$ cat src/rtl/riscv_io_responder.sv
// riscv_io_responder: memory-mapped I/O slave for a small RISC-V core.
// Four registers are decoded from m_addr[3:2]: DATA, STATUS, CTRL and CYCLE.
// DATA reads pop the inbound (RX) FIFO and DATA writes push the outbound (TX)
// FIFO. Both FIFOs connect to external valid/ready streams. A level interrupt
// is raised from the FIFO state, masked by CTRL.
module riscv_io_responder #(
   parameter int DEPTH = 8
) (
   input  logic        clk,
   input  logic        clr,
   input  logic [31:0] m_addr,
   input  logic [31:0] d_t_mem,
   input  logic        io_wrn,
   input  logic        io_rdn,
   output logic [31:0] d_f_io,
   input  logic [7:0]  rx_data,
   input  logic        rx_valid,
   output logic        rx_ready,
   output logic [7:0]  tx_data,
   output logic        tx_valid,
   input  logic        tx_ready,
   output logic        irq
);

   localparam int PW = $clog2(DEPTH);
   localparam int CW = PW + 1;
   localparam logic [CW-1:0] FULL_CNT = CW'(DEPTH);
   localparam logic [CW-1:0] CNT_ZERO = CW'(0);
   localparam logic [CW-1:0] CNT_ONE  = CW'(1);
   localparam logic [PW-1:0] PTR_ONE  = PW'(1);

   typedef enum logic [1:0] {
      REG_DATA   = 2'd0,
      REG_STATUS = 2'd1,
      REG_CTRL   = 2'd2,
      REG_CYCLE  = 2'd3
   } reg_sel_e;

   // FIFO storage (deliberately not reset) and architectural state
   logic [7:0]    rx_mem_q [DEPTH];
   logic [7:0]    tx_mem_q [DEPTH];
   logic [PW-1:0] rx_wp_q, rx_wp_d, rx_rp_q, rx_rp_d;
   logic [PW-1:0] tx_wp_q, tx_wp_d, tx_rp_q, tx_rp_d;
   logic [CW-1:0] rx_cnt_q, rx_cnt_d, tx_cnt_q, tx_cnt_d;
   logic [1:0]    ctrl_q, ctrl_d;
   logic          tx_ovf_q, tx_ovf_d;
   logic [31:0]   cycle_q, cycle_d;

   // Decode and handshake qualifiers
   reg_sel_e      sel_s;
   logic          rd_s, wr_s;
   logic          rx_empty_s, rx_full_s, tx_empty_s, tx_full_s;
   logic          rx_push_s, rx_pop_s, tx_wr_s, tx_push_s, tx_pop_s;
   logic [4:0]    rx_cnt5_s, tx_cnt5_s;
   logic [31:0]   status_s;
   logic [31:0]   rd_data_s;
   logic          unused_s;

   assign sel_s      = reg_sel_e'(m_addr[3:2]);
   assign rd_s       = ~io_rdn;
   assign wr_s       = ~io_wrn;
   assign unused_s   = ^{m_addr[31:4], m_addr[1:0]};

   assign rx_empty_s = (rx_cnt_q == CNT_ZERO);
   assign rx_full_s  = (rx_cnt_q == FULL_CNT);
   assign tx_empty_s = (tx_cnt_q == CNT_ZERO);
   assign tx_full_s  = (tx_cnt_q == FULL_CNT);

   // A pop in the same cycle never frees room for a push: fullness is pre-edge.
   assign rx_push_s  = rx_valid & ~rx_full_s;
   assign rx_pop_s   = rd_s & (sel_s == REG_DATA) & ~rx_empty_s;
   assign tx_wr_s    = wr_s & (sel_s == REG_DATA);
   assign tx_push_s  = tx_wr_s & ~tx_full_s;
   assign tx_pop_s   = ~tx_empty_s & tx_ready;

   assign rx_cnt5_s  = 5'(rx_cnt_q);
   assign tx_cnt5_s  = 5'(tx_cnt_q);
   assign status_s   = {11'h0, tx_cnt5_s, 3'h0, rx_cnt5_s, 3'h0,
                        tx_ovf_q, tx_full_s, tx_empty_s, rx_full_s, ~rx_empty_s};

   assign rx_ready   = ~rx_full_s;
   assign tx_valid   = ~tx_empty_s;
   assign tx_data    = tx_empty_s ? 8'h00 : tx_mem_q[tx_rp_q];
   assign irq        = (ctrl_q[0] & ~rx_empty_s) | (ctrl_q[1] & tx_empty_s);
   assign d_f_io     = rd_data_s;

   // Next-state for FIFO pointers/counts and the CPU-visible registers
   always_comb begin
      rx_wp_d  = rx_wp_q;
      rx_rp_d  = rx_rp_q;
      rx_cnt_d = rx_cnt_q;
      tx_wp_d  = tx_wp_q;
      tx_rp_d  = tx_rp_q;
      tx_cnt_d = tx_cnt_q;
      ctrl_d   = ctrl_q;
      tx_ovf_d = tx_ovf_q;
      cycle_d  = cycle_q;

      if (rx_push_s) begin
         rx_wp_d = rx_wp_q + PTR_ONE;
      end else begin
         rx_wp_d = rx_wp_q;
      end
      if (rx_pop_s) begin
         rx_rp_d = rx_rp_q + PTR_ONE;
      end else begin
         rx_rp_d = rx_rp_q;
      end
      case ({rx_push_s, rx_pop_s})
         2'b10:   rx_cnt_d = rx_cnt_q + CNT_ONE;
         2'b01:   rx_cnt_d = rx_cnt_q - CNT_ONE;
         default: rx_cnt_d = rx_cnt_q;
      endcase

      if (tx_push_s) begin
         tx_wp_d = tx_wp_q + PTR_ONE;
      end else begin
         tx_wp_d = tx_wp_q;
      end
      if (tx_pop_s) begin
         tx_rp_d = tx_rp_q + PTR_ONE;
      end else begin
         tx_rp_d = tx_rp_q;
      end
      case ({tx_push_s, tx_pop_s})
         2'b10:   tx_cnt_d = tx_cnt_q + CNT_ONE;
         2'b01:   tx_cnt_d = tx_cnt_q - CNT_ONE;
         default: tx_cnt_d = tx_cnt_q;
      endcase

      // A dropped TX byte sets the sticky overflow; only a STATUS write clears it
      if (tx_wr_s && tx_full_s) begin
         tx_ovf_d = 1'b1;
      end else if (wr_s && (sel_s == REG_STATUS) && d_t_mem[4]) begin
         tx_ovf_d = 1'b0;
      end else begin
         tx_ovf_d = tx_ovf_q;
      end

      if (wr_s && (sel_s == REG_CTRL)) begin
         ctrl_d = d_t_mem[1:0];
      end else begin
         ctrl_d = ctrl_q;
      end

      if (wr_s && (sel_s == REG_CYCLE)) begin
         cycle_d = d_t_mem;
      end else begin
         cycle_d = cycle_q + 32'd1;
      end
   end

   // State register; clr wins over every strobe and handshake
   always_ff @(posedge clk) begin
      if (clr) begin
         rx_wp_q  <= {PW{1'b0}};
         rx_rp_q  <= {PW{1'b0}};
         rx_cnt_q <= CNT_ZERO;
         tx_wp_q  <= {PW{1'b0}};
         tx_rp_q  <= {PW{1'b0}};
         tx_cnt_q <= CNT_ZERO;
         ctrl_q   <= 2'b00;
         tx_ovf_q <= 1'b0;
         cycle_q  <= 32'h0;
      end else begin
         rx_wp_q  <= rx_wp_d;
         rx_rp_q  <= rx_rp_d;
         rx_cnt_q <= rx_cnt_d;
         tx_wp_q  <= tx_wp_d;
         tx_rp_q  <= tx_rp_d;
         tx_cnt_q <= tx_cnt_d;
         ctrl_q   <= ctrl_d;
         tx_ovf_q <= tx_ovf_d;
         cycle_q  <= cycle_d;
      end
   end

   // FIFO storage writes; no reset so the arrays map onto plain RAM
   always_ff @(posedge clk) begin
      if (!clr && rx_push_s) begin
         rx_mem_q[rx_wp_q] <= rx_data;
      end
      if (!clr && tx_push_s) begin
         tx_mem_q[tx_wp_q] <= d_t_mem[7:0];
      end
   end

   // CPU read mux, combinational from pre-edge state; zero when not reading
   always_comb begin
      rd_data_s = 32'h0;
      if (rd_s) begin
         case (sel_s)
            REG_DATA:   rd_data_s = rx_empty_s ? 32'h0 : {24'h0, rx_mem_q[rx_rp_q]};
            REG_STATUS: rd_data_s = status_s;
            REG_CTRL:   rd_data_s = {30'h0, ctrl_q};
            REG_CYCLE:  rd_data_s = cycle_q;
            default:    rd_data_s = 32'h0;
         endcase
      end else begin
         rd_data_s = 32'h0;
      end
   end

endmodule

$ cat config.mk
export PLATFORM = sky130hd
export DESIGN_NAME = riscv_io_responder
export DESIGN_NICKNAME = d
export VERILOG_FILES = /design/src/rtl/riscv_io_responder.sv
export SDC_FILE = /design/constraint.sdc
export NUM_CORES = 1
export LEC_CHECK = 0
export ABC_AREA = 1
export CAP_MARGIN = 20
export CORE_MARGIN = 4
export CORE_UTILIZATION = 52
export CTS_BUF_LIST = sky130_fd_sc_hd__clkbuf_4
export DETAILED_ROUTE_END_ITERATION = 6
export PLACE_DENSITY = 0.82
export REMOVE_ABC_BUFFERS = 1
export SLEW_MARGIN = 20
export SYNTH_ARGS = -nofsm -noshare
export SYNTH_HDL_FRONTEND = slang
export SYNTH_SLANG_ARGS = --single-unit
$ cat constraint.sdc
create_clock -name clk -period 2.2 [get_ports clk]
set_input_delay 0.44 -clock clk [delete_from_list [all_inputs] [get_ports clk]]
set_output_delay 0.44 -clock clk [all_outputs]
set_load 0.005 [all_outputs]
==> results.json, run 1 <==
{
  "rsz0062_at_grt": "yes",
  "grt_pass1_wl_mm": 37.4,
  "fin_area_um2": 11700,
  "hold_class": "input port to register",
  "finalWorstSetupSlack_ns": -0.240,
  "cts_hold_buf": 0,
  "coreArea_um2": 16800,
  "preCtsSetupSlack_ns": -0.570,
  "violations": "negative setup slack",
  "ys_warn_count": 0,
  "cp.arrival_ns": 2.00,
  "worstPathRequired_ns": 1.76,
  "antenna_found_initial": 1,
  "die_w_um": 140,
  "dpl-instance-area_um2": 10700,
  "track_usage": 0.238,
  "synth-async-reset-ratio": 0,
  "max-clock-path-buffers": 2,
  "met1_length_mm": 9.43,
  "syn_to_final_growth_pct": 29.4,
  "fin_crit_ns": 2.44,
  "dieArea_um2": 19500,
  "clk_pin_slew_worst_paths_ns": 0.15,
  "ant_nets": 0,
  "drt_iter0_drc": 551,
  "grt_pass1_vias": 7654,
  "ys_seq_area_frac": 0.561,
  "avgSynthCellArea_um2": 8.66,
  "final_nets": 1303,
  "netlist_instances": 1042,
  "wl_per_cell_um": 16.5,
  "drc_errors": 0,
  "grt_max_degree": 48,
  "slew_viol_final": 0,
  "drt-pass1-iter-count": 6,
  "cts-root-buf": "clkbuf_4",
  "cp-start-kind": "register",
  "ys_types": 31,
  "skew_ns": 0.0256,
  "synth_flop_cell": "edfxtp_1",
  "rows": 47,
  "synthesis.area_um2": 9030,
  "power_leakage_nw": 4.90,
  "vias": 7949,
  "finalSetupTns_ns": -2.62,
  "regArea_um2": 5100,
  "drt-vias-per-instance": 5.49,
  "tightest_slew_ns": 0.490,
  "multi_input_area_um2": 3750,
  "nFillCells": 1248,
  "fmax_mhz": 410,
  "place_congestion": 0.911,
  "run_status": "finished with violations",
  "cts_max_level": 4,
  "criticalPathCategory": "register to output pin",
  "cts_buffers": 17,
  "start_util": 0.537,
  "synth-seq-cells": 189,
  "synth_edf_count": 128,
  "clkSinkCount": 189,
  "max_slew_margin": 0.670,
  "io_buffer_count": 90,
  "wl_mm": 23.9,
  "io_pins": 121,
  "peakVddDrop_uv": 417,
  "met2_length_mm": 12.0,
  "grt-ovfl-total": 0,
  "finalSetupViolCount": 16,
  "cts_tree": "done",
  "met3_wirelength_mm": 1.83,
  "maxUsedRoutingLayer": "met4",
  "die_h_um": 140,
  "hold_viol_final": 0,
  "drive_gt1_frac": 0.223,
  "crit_fanout": 19,
  "worstSkewPairLatency_ns": 0.59,
  "power_density_nw_per_um2": 768,
  "place_hpwl_mm": 15.4,
  "drv_cap": 0,
  "crit_path_end_kind": "output pin",
  "finalCritPeriodShare": 1.11
}
-- synth_stat cells (8+ instances only) --
cell type  instances  area, um^2
a21oi_1           44         220
ha_1              11         138
buf_2             12        60.1
nand2_1          168         631
o211ai_1          12        90.1
dfxtp_1           61        1220
nand3_1           65         325
xor2_1             8        70.1
inv_1             99         372
edfxtp_1         128        3840
nor2_1           228         856
o21ai_0          125         626
clkbuf_1          19        71.3
-- critical path, stage by stage (launching register included) --
cell	delay (ns)
dfxtp_2	0.36
inv_1	0.06
buf_12	0.15
buf_4	0.14
nor2_1	0.12
o21ai_1	0.11
nand3_2	0.09
nand3_4	0.08
a21oi_4	0.16
buf_2	0.14
-- kinds of logic (layout without fill, tap and decap cells) --
kind of cell,Yosys count,after routing,share of synthesized area
DFF,189,189,0.561
other,0,2,0
xor gates and xnor gates,13,13,0.0126
buffers and inverters,142,327,0.0636
and+or+nand+nor,495,495,0.234
adders and majority gates,11,11,0.0152
AOI/OAI and AO/OA,192,192,0.113
-- repair_timing --
item,CTS,global route
gates cloned,6,0
buffers inserted,23,1
hold endpoints to repair,0,0
setup endpoints to repair,44,36
pin swaps,57,57
gates resized for setup,245,85
-- routing by layer --
layer	track usage	vias to the layer above
met2	0.405	370
met5	0	-
li1	-	3812
met4	0.0969	0
met1	0.297	3709
met3	0.0497	58
-- final cells by class --
cell class	count	share of cell area
diodes	2	0.000428
clock buffers	20	0.0129
clock inverters	12	0.0122
inverters	104	0.0345
multi-input cells	711	0.321
flip-flops and latches	189	0.436
well taps	220	0.0236
repair buffers	191	0.159
-- power breakdown --
part | switching, W | internal, W
Sequential | 0.000131 | 0.00395
Combinational | 0.00159 | 0.00135
Clock | 0.00121 | 0.000733
Total | 0.00293 | 0.00604
-- through the flow --
stage | util | hold WS [ns] | total power [W] | std cells
6_report | 0.695 | 0.408 | 0.00897 | 1449
5_1_grt | 0.695 | 0.380 | 0.00940 | 1448
4_1_cts | 0.683 | 0.365 | 0.00877 | 1449
3_5_place_dp | 0.635 | 0.447 | 0.00629 | 1389
3_3_place_gp | 0.635 | 0.444 | 0.00622 | 1389
2_1_floorplan | - | 0.430 | 0.00521 | 1004
-- sequential cells by signal, summed over array words and instances (netlist names), named ones only --
register,flops
rx_rp_q,3
tx_cnt_q,4
ctrl_q,2
tx_wp_q,3
rx_cnt_q,4
rx_mem_q,64
rx_wp_q,3
tx_mem_q,64
tx_rp_q,3
tx_ovf_q,1
cycle_q,32
-- cell usage in the layout (no fill, tap or decap), types with 4 or more instances in the layout --
| master | netlist | final |
|---|---|---|
| buf_16 | 0 | 4 |
| clkdlybuf4s50_1 | 0 | 47 |
| dlygate4sd2_1 | 0 | 12 |
| o21ai_1 | 3 | 54 |
| clkinv_4 | 0 | 4 |
| nand2_4 | 4 | 6 |
| nor3_1 | 6 | 6 |
| a21oi_1 | 44 | 40 |
| nand3_2 | 1 | 8 |
| buf_4 | 3 | 69 |
| nor2_1 | 228 | 194 |
| nand2_1 | 168 | 164 |
| buf_2 | 12 | 17 |
| inv_2 | 5 | 5 |
| xnor2_1 | 5 | 5 |
| nor2_8 | 4 | 4 |
| o211ai_1 | 12 | 12 |
| o21ai_2 | 0 | 10 |
| dlymetal6s2s_1 | 0 | 10 |
| buf_8 | 0 | 4 |
| buf_6 | 2 | 16 |
| ha_1 | 11 | 10 |
| o32ai_1 | 6 | 4 |
| nor2_2 | 6 | 23 |
| xor2_1 | 8 | 8 |
| o21ai_0 | 125 | 61 |
| inv_1 | 99 | 95 |
| nor2_4 | 4 | 21 |
| buf_12 | 0 | 9 |
| nand2_2 | 6 | 8 |
| nand3_1 | 65 | 57 |
| clkbuf_4 | 0 | 22 |
| dfxtp_2 | 0 | 18 |
| dfxtp_1 | 61 | 40 |
| edfxtp_1 | 128 | 128 |
-- worst paths after layout --
kind / end / slack [ns] / cells after the start / startpoint
setup / recovery: d_f_io[2] / -0.24 / 9 / register
hold / removal: tx_ovf_q / 0.41 / 5 / m_addr[3]
setup reg to reg: rx_cnt_q[2] / 0.16 / 15 / rx_cnt_q[0]
hold reg to reg: rx_cnt_q[1] / 0.48 / 2 / rx_cnt_q[1]
Note: power is estimated with default switching activity, not from simulation.
==> run 2, diff against run 1 <==
==> constraint.sdc (replaced) <==
create_clock -name clk -period 1.98 [get_ports clk]
set_input_delay 0.396 -clock clk [delete_from_list [all_inputs] [get_ports clk]]
set_output_delay 0.396 -clock clk [all_outputs]
set_load 0.005 [all_outputs]
==> results.json, run 2 (synthesis gave the netlist of run 1 again) <==
{
  "drt-pass1-iter-count": 7,
  "max-clock-path-buffers": 2,
  "cts-root-buf": "clkbuf_4",
  "criticalPathCategory": "register to output pin",
  "ant_nets": 0,
  "coreArea_um2": 16800,
  "fin_crit_ns": 2.52,
  "max_slew_margin": 0.639,
  "track_usage": 0.258,
  "cp.arrival_ns": 2.12,
  "dieArea_um2": 19500,
  "finalCritPeriodShare": 1.27,
  "hold_class": "input port to register",
  "final_common_cell": "nor2_1",
  "grt_pass1_vias": 7891,
  "run_status": "finished with violations",
  "fin_util": 0.733,
  "grt_max_degree": 48,
  "vias": 8460,
  "final_nets": 1346,
  "worstSkewPairLatency_ns": 0.61,
  "wl_per_cell_um": 18.8,
  "cts_hold_buf": 0,
  "finalSetupViolCount": 22,
  "rsz0062_at_grt": "yes",
  "grt_pass1_wl_mm": 40.2,
  "peakVddDrop_uv": 503,
  "crit_fanout": 6,
  "drt-vias-per-instance": 5.67,
  "syn_to_final_growth_pct": 36.6,
  "ff2ff_setup_slack_ns": -0.09,
  "place_congestion": 0.902,
  "place_hpwl_mm": 16.2,
  "cts_max_level": 4,
  "start_util": 0.537,
  "wl_mm": 28.0,
  "cp-start-kind": "register",
  "worstPathRequired_ns": 1.58,
  "drive_gt1_frac": 0.292,
  "violations": "negative setup slack",
  "finalSetupTns_ns": -6.73,
  "power_w": 0.0108,
  "clkSinkCount": 189,
  "slew_viol_final": 0,
  "most-common-layout-cells": "195 x nor2_1, 155 x nand2_1, 128 x edfxtp_1",
  "die_w_um": 140,
  "hold_viol_final": 0,
  "tightest_slew_ns": 0.540,
  "min_from": "m_addr[2]",
  "drt_iter0_drc": 864,
  "dpl-instance-area_um2": 10800,
  "largestRegisters": "rx_mem_q x64, tx_mem_q x64, cycle_q x32",
  "reg2reg_to": "rx_cnt_q[3]",
  "min_to": "ctrl_q[1]",
  "hold_depth": 5,
  "fin_area_um2": 12300,
  "preCtsSetupSlack_ns": -0.727,
  "io_buffer_count": 90,
  "power_leakage_nw": 5.06,
  "drc_errors": 0,
  "cts_buffers": 17,
  "cts_tree": "done",
  "antenna_found_initial": 1,
  "die_h_um": 140,
  "clk_pin_slew_worst_paths_ns": 0.16,
  "drv_cap": 0,
  "finalWorstSetupSlack_ns": -0.539,
  "rows": 47,
  "crit_path_end_kind": "output pin",
  "fmax_mhz": 397,
  "r2r.worst_path.cells": 17,
  "r2r_start": "rx_cnt_q[0]",
  "skew_ns": 0.0263,
  "grt-ovfl-total": 0,
  "power_density_nw_per_um2": 873,
  "io_pins": 121
}
run 2: through the flow:
step | hold slack (ns) | cells
floorplan | 0.430 | 1004
global placement | 0.446 | 1409
detailed placement | 0.455 | 1409
CTS | 0.229 | 1482
global route | 0.236 | 1491
finish | 0.256 | 1492
run 2: area by class of cell:
type / count / area [um^2]
fillers: 1106 / 4490
diodes: 2 / 5.00
clock inverters: 14 / 180
inverters: 104 / 417
repair buffers: 234 / 2240
flip-flops and latches: 189 / 5100
clock buffers: 18 / 135
well taps: 220 / 275
multi-input cells: 711 / 3980
run 2: worst max-delay path, cell delays in order (launching register included):
cell	delay [ns]
dfxtp_4	0.41
buf_6	0.14
clkinv_8	0.06
buf_4	0.11
nand2_1	0.05
nand2_1	0.08
nand2_1	0.07
nand3_1	0.12
nand3_2	0.12
a21boi_2	0.22
buf_6	0.13
run 2: worst max path at each step:
stage                             to  slack, ns  depth (start not counted)
final                      d_f_io[1]      -0.54                         10
after global routing       d_f_io[1]      -0.59                         10
after CTS                  d_f_io[3]      -0.47                         11
after detailed placement   d_f_io[1]      -0.73                         10
after global placement     d_f_io[0]      -0.67                          8
after floorplan           tx_data[0]      -0.12                          5
run 2: power by group:
group          switching, W  total [W]  internal (W)
Sequential         0.000143    0.00453       0.00439
Clock               0.00143    0.00235      0.000917
Combinational       0.00204    0.00389       0.00185
Total               0.00361     0.0108       0.00716
run 2: timing repair:
action | CTS | global route
setup endpoints to repair | 71 | 97
pin swaps | 54 | 67
setup buffers | 38 | 14
gates cloned | 6 | 1
resized for setup | 319 | 118
run 2: layer usage:
layer | up-vias | global-route usage | share of wire
met2 | 477 | 0.450 | 0.51
li1 | 3896 | - | -
met1 | 3962 | 0.314 | 0.37
met3 | 125 | 0.0508 | 0.080
met4 | 0 | 0.106 | 0.048
met5 | - | 0 | 0
==> RTL change: new RTL, config.mk and constraints of run 2 <==
Set the parameter `DEPTH` to 32 (it was 8).
--- a/src/rtl/riscv_io_responder.sv
+++ b/src/rtl/riscv_io_responder.sv
@@ -6,3 +6,3 @@
 module riscv_io_responder #(
-   parameter int DEPTH = 8
+   parameter int DEPTH = 32
 ) (
Function: changed (Yosys sat finds a counterexample within 10 cycles, from zero or initial values).
==> RTL change against run 2 <==
Cell area increased to 2.8 times the old value. Wire length increased to 3.2 times the old value. Fmax decreased by 25%. Critical path type unchanged. Synthesized cell count increased by 130%. Via count increased to 2.7 times the old value. Clock skew increased by 0.049 ns. Non-clock buffer count increased by 223. Setup slack got worse by 0.85 ns. First-iteration DRC count increased to 3.8 times the old value. Sequential cell count increased by 400. The run still ends with negative setup slack left. Power increased to 3.2 times the old value. Clock power increased to 4.7 times the old value. Area after synthesis increased to 2.8 times the old value.
==> RTL change: results (changes against run 2) <==
[final_layout]
final_nets = 2999  ; +120%
fillCellCount = 2677  ; +140%
drive_gt1_share_pct = 36.5  ; +7.3 points

[critical_path]
cp_top_family = simple AND/OR/NAND/NOR gates
path_max_fanout = 5  ; -1
arrival_ns = 2.98  ; +0.86 ns
r2r_setup_slack_ns = -0.83  ; -0.74 ns
max_stage_delay_ns = 0.44  ; +0.03 ns

[timing]
finClkSkew_ns = 0.0754  ; +0.0491 ns
setup_ws_ns = -1.39  ; -0.855 ns
hold_slack_ns = 0.0578  ; -0.198 ns
tns_ns = -40.77  ; -34.03 ns
setup_violations = 338  ; +1400%

[global_routing]
grt_pass1_wl_um = 121000  ; +200%
grt_pass1_vias = 22300  ; +180%
grtUsageTotal_pct = 29.4  ; +3.6 points
antenna_found_initial = 2  ; +1

[placed_design]
dp_hpwl_um = 43400  ; +170%

[yosys]
synth_edf_count = 512  ; +300%
synth_seq_area_share_pct = 66.6  ; +11 points
yosys-top-cells-count = nand2_1, edfxtp_1, nor2_1
synthTopCellsByArea = edfxtp_1, nand2_1, dfxtp_1
synth_cell_types = 39  ; +26%

[detailed_routing]
first_iter_violations = 3246  ; +280%
drt_wl_total_um = 90600  ; +220%

[clock_tree]
clock_latency_ns = 1.01  ; +0.40 ns
clock_path_buffers = 3  ; +1
clk_pin_slew_ns = 0.07  ; -0.09 ns

[power_and_ir_drop]
power.leakage_nw = 13.1  ; +160%

[outcome]
outcome = finished with violations
violations = negative setup slack

==> RTL change: cell count changes after synthesis, moves of 20 or more <==
cell	change
a21oi_1	+33
buf_2	+26
nand3_1	+232
edfxtp_1	+384
nor2_1	+81
inv_1	+28
o211ai_1	+20
nand2_1	+398
clkbuf_1	+41
==> RTL change: tightest hold or removal path: stages <==
cell and delay, ns:
clkdlybuf4s50_1 0.45, o211ai_1 0.09, inv_1 0.05
==> RTL change: report_power, final <==
group	leakage (nW)	internal [W]	switching [W]	total, W
combinational	6.73	0.00436	0.00559	0.00995
clock	1.13	0.00549	0.00550	0.0110
sequential	5.25	0.0137	0.000208	0.0139
total	13.1	0.0235	0.0113	0.0348
==> RTL change: what timing repair did <==
item	CTS	global route
hold buffers	3	0
setup buffers	84	28
gates resized for setup	609	354
setup endpoints to repair	353	568
hold endpoints to repair	3	0
cloned	15	7
pin swaps	143	139
==> RTL change: logic make-up (layout without fill, tap and decap cells) <==
group / count (synthesis) / after routing / share of synthesized area [%]
xor+xnor: 28 / 28 / 0.966
buf+inv: 263 / 845 / 4.56
fa+ha+maj: 17 / 17 / 0.838
flops: 589 / 589 / 66.6
simple gates: 1215 / 1215 / 19.9
other cells: 0 / 2 / 0
compound gates: 314 / 314 / 7.12
==> RTL change: metrics by stage <==
step	instance area, µm²	utilization, %	setup slack (ns)	instances	power, W
after global routing	34500	71.9	-1.51	3624	0.0359
after CTS	33000	68.9	-1.19	3609	0.0325
after floorplan	24700	-	-3.07	2297	0.0170
after detailed placement	28700	60.0	-0.880	3257	0.0202
final	34500	71.9	-1.39	3625	0.0348
after global placement	28700	60.0	-0.850	3257	0.0200
==> RTL change: final cells by class <==
cell class	count	area [µm²]	share of cell area, %
multi-input cells	1574	9360	27.1
clock inverters	33	246	0.715
flip-flops and latches	589	17000	49.2
diodes	2	5.00	0.0145
clock buffers	220	1650	4.79
repair buffers	457	4910	14.2
inverters	134	549	1.59
repair inverters	1	16.3	0.0472
well taps	615	769	2.23
==> RTL change: layer usage <==
| layer | track usage, % | share of wire [%] |
|---|---|---|
| met5 | 0 | 0 |
| met4 | 15.1 | 6.7 |
| met3 | 7.70 | 13 |
| met2 | 49.2 | 47 |
| met1 | 35.2 | 33 |
==> RTL change: worst paths after layout <==
kind / startpoint / endpoint / cells after the start
setup / recovery: flop / tx_data[6] / 10
hold / removal: d_t_mem[29] / cycle_q[29]$_SDFF_PP0_ / 3
setup reg to reg: tx_cnt_q[2]$_SDFFE_PP0P_ / tx_cnt_q[4]$_SDFFE_PP0P_ / 20
hold reg to reg: tx_ovf_q$_SDFFE_PP0P_ / tx_ovf_q$_SDFFE_PP0P_ / 2
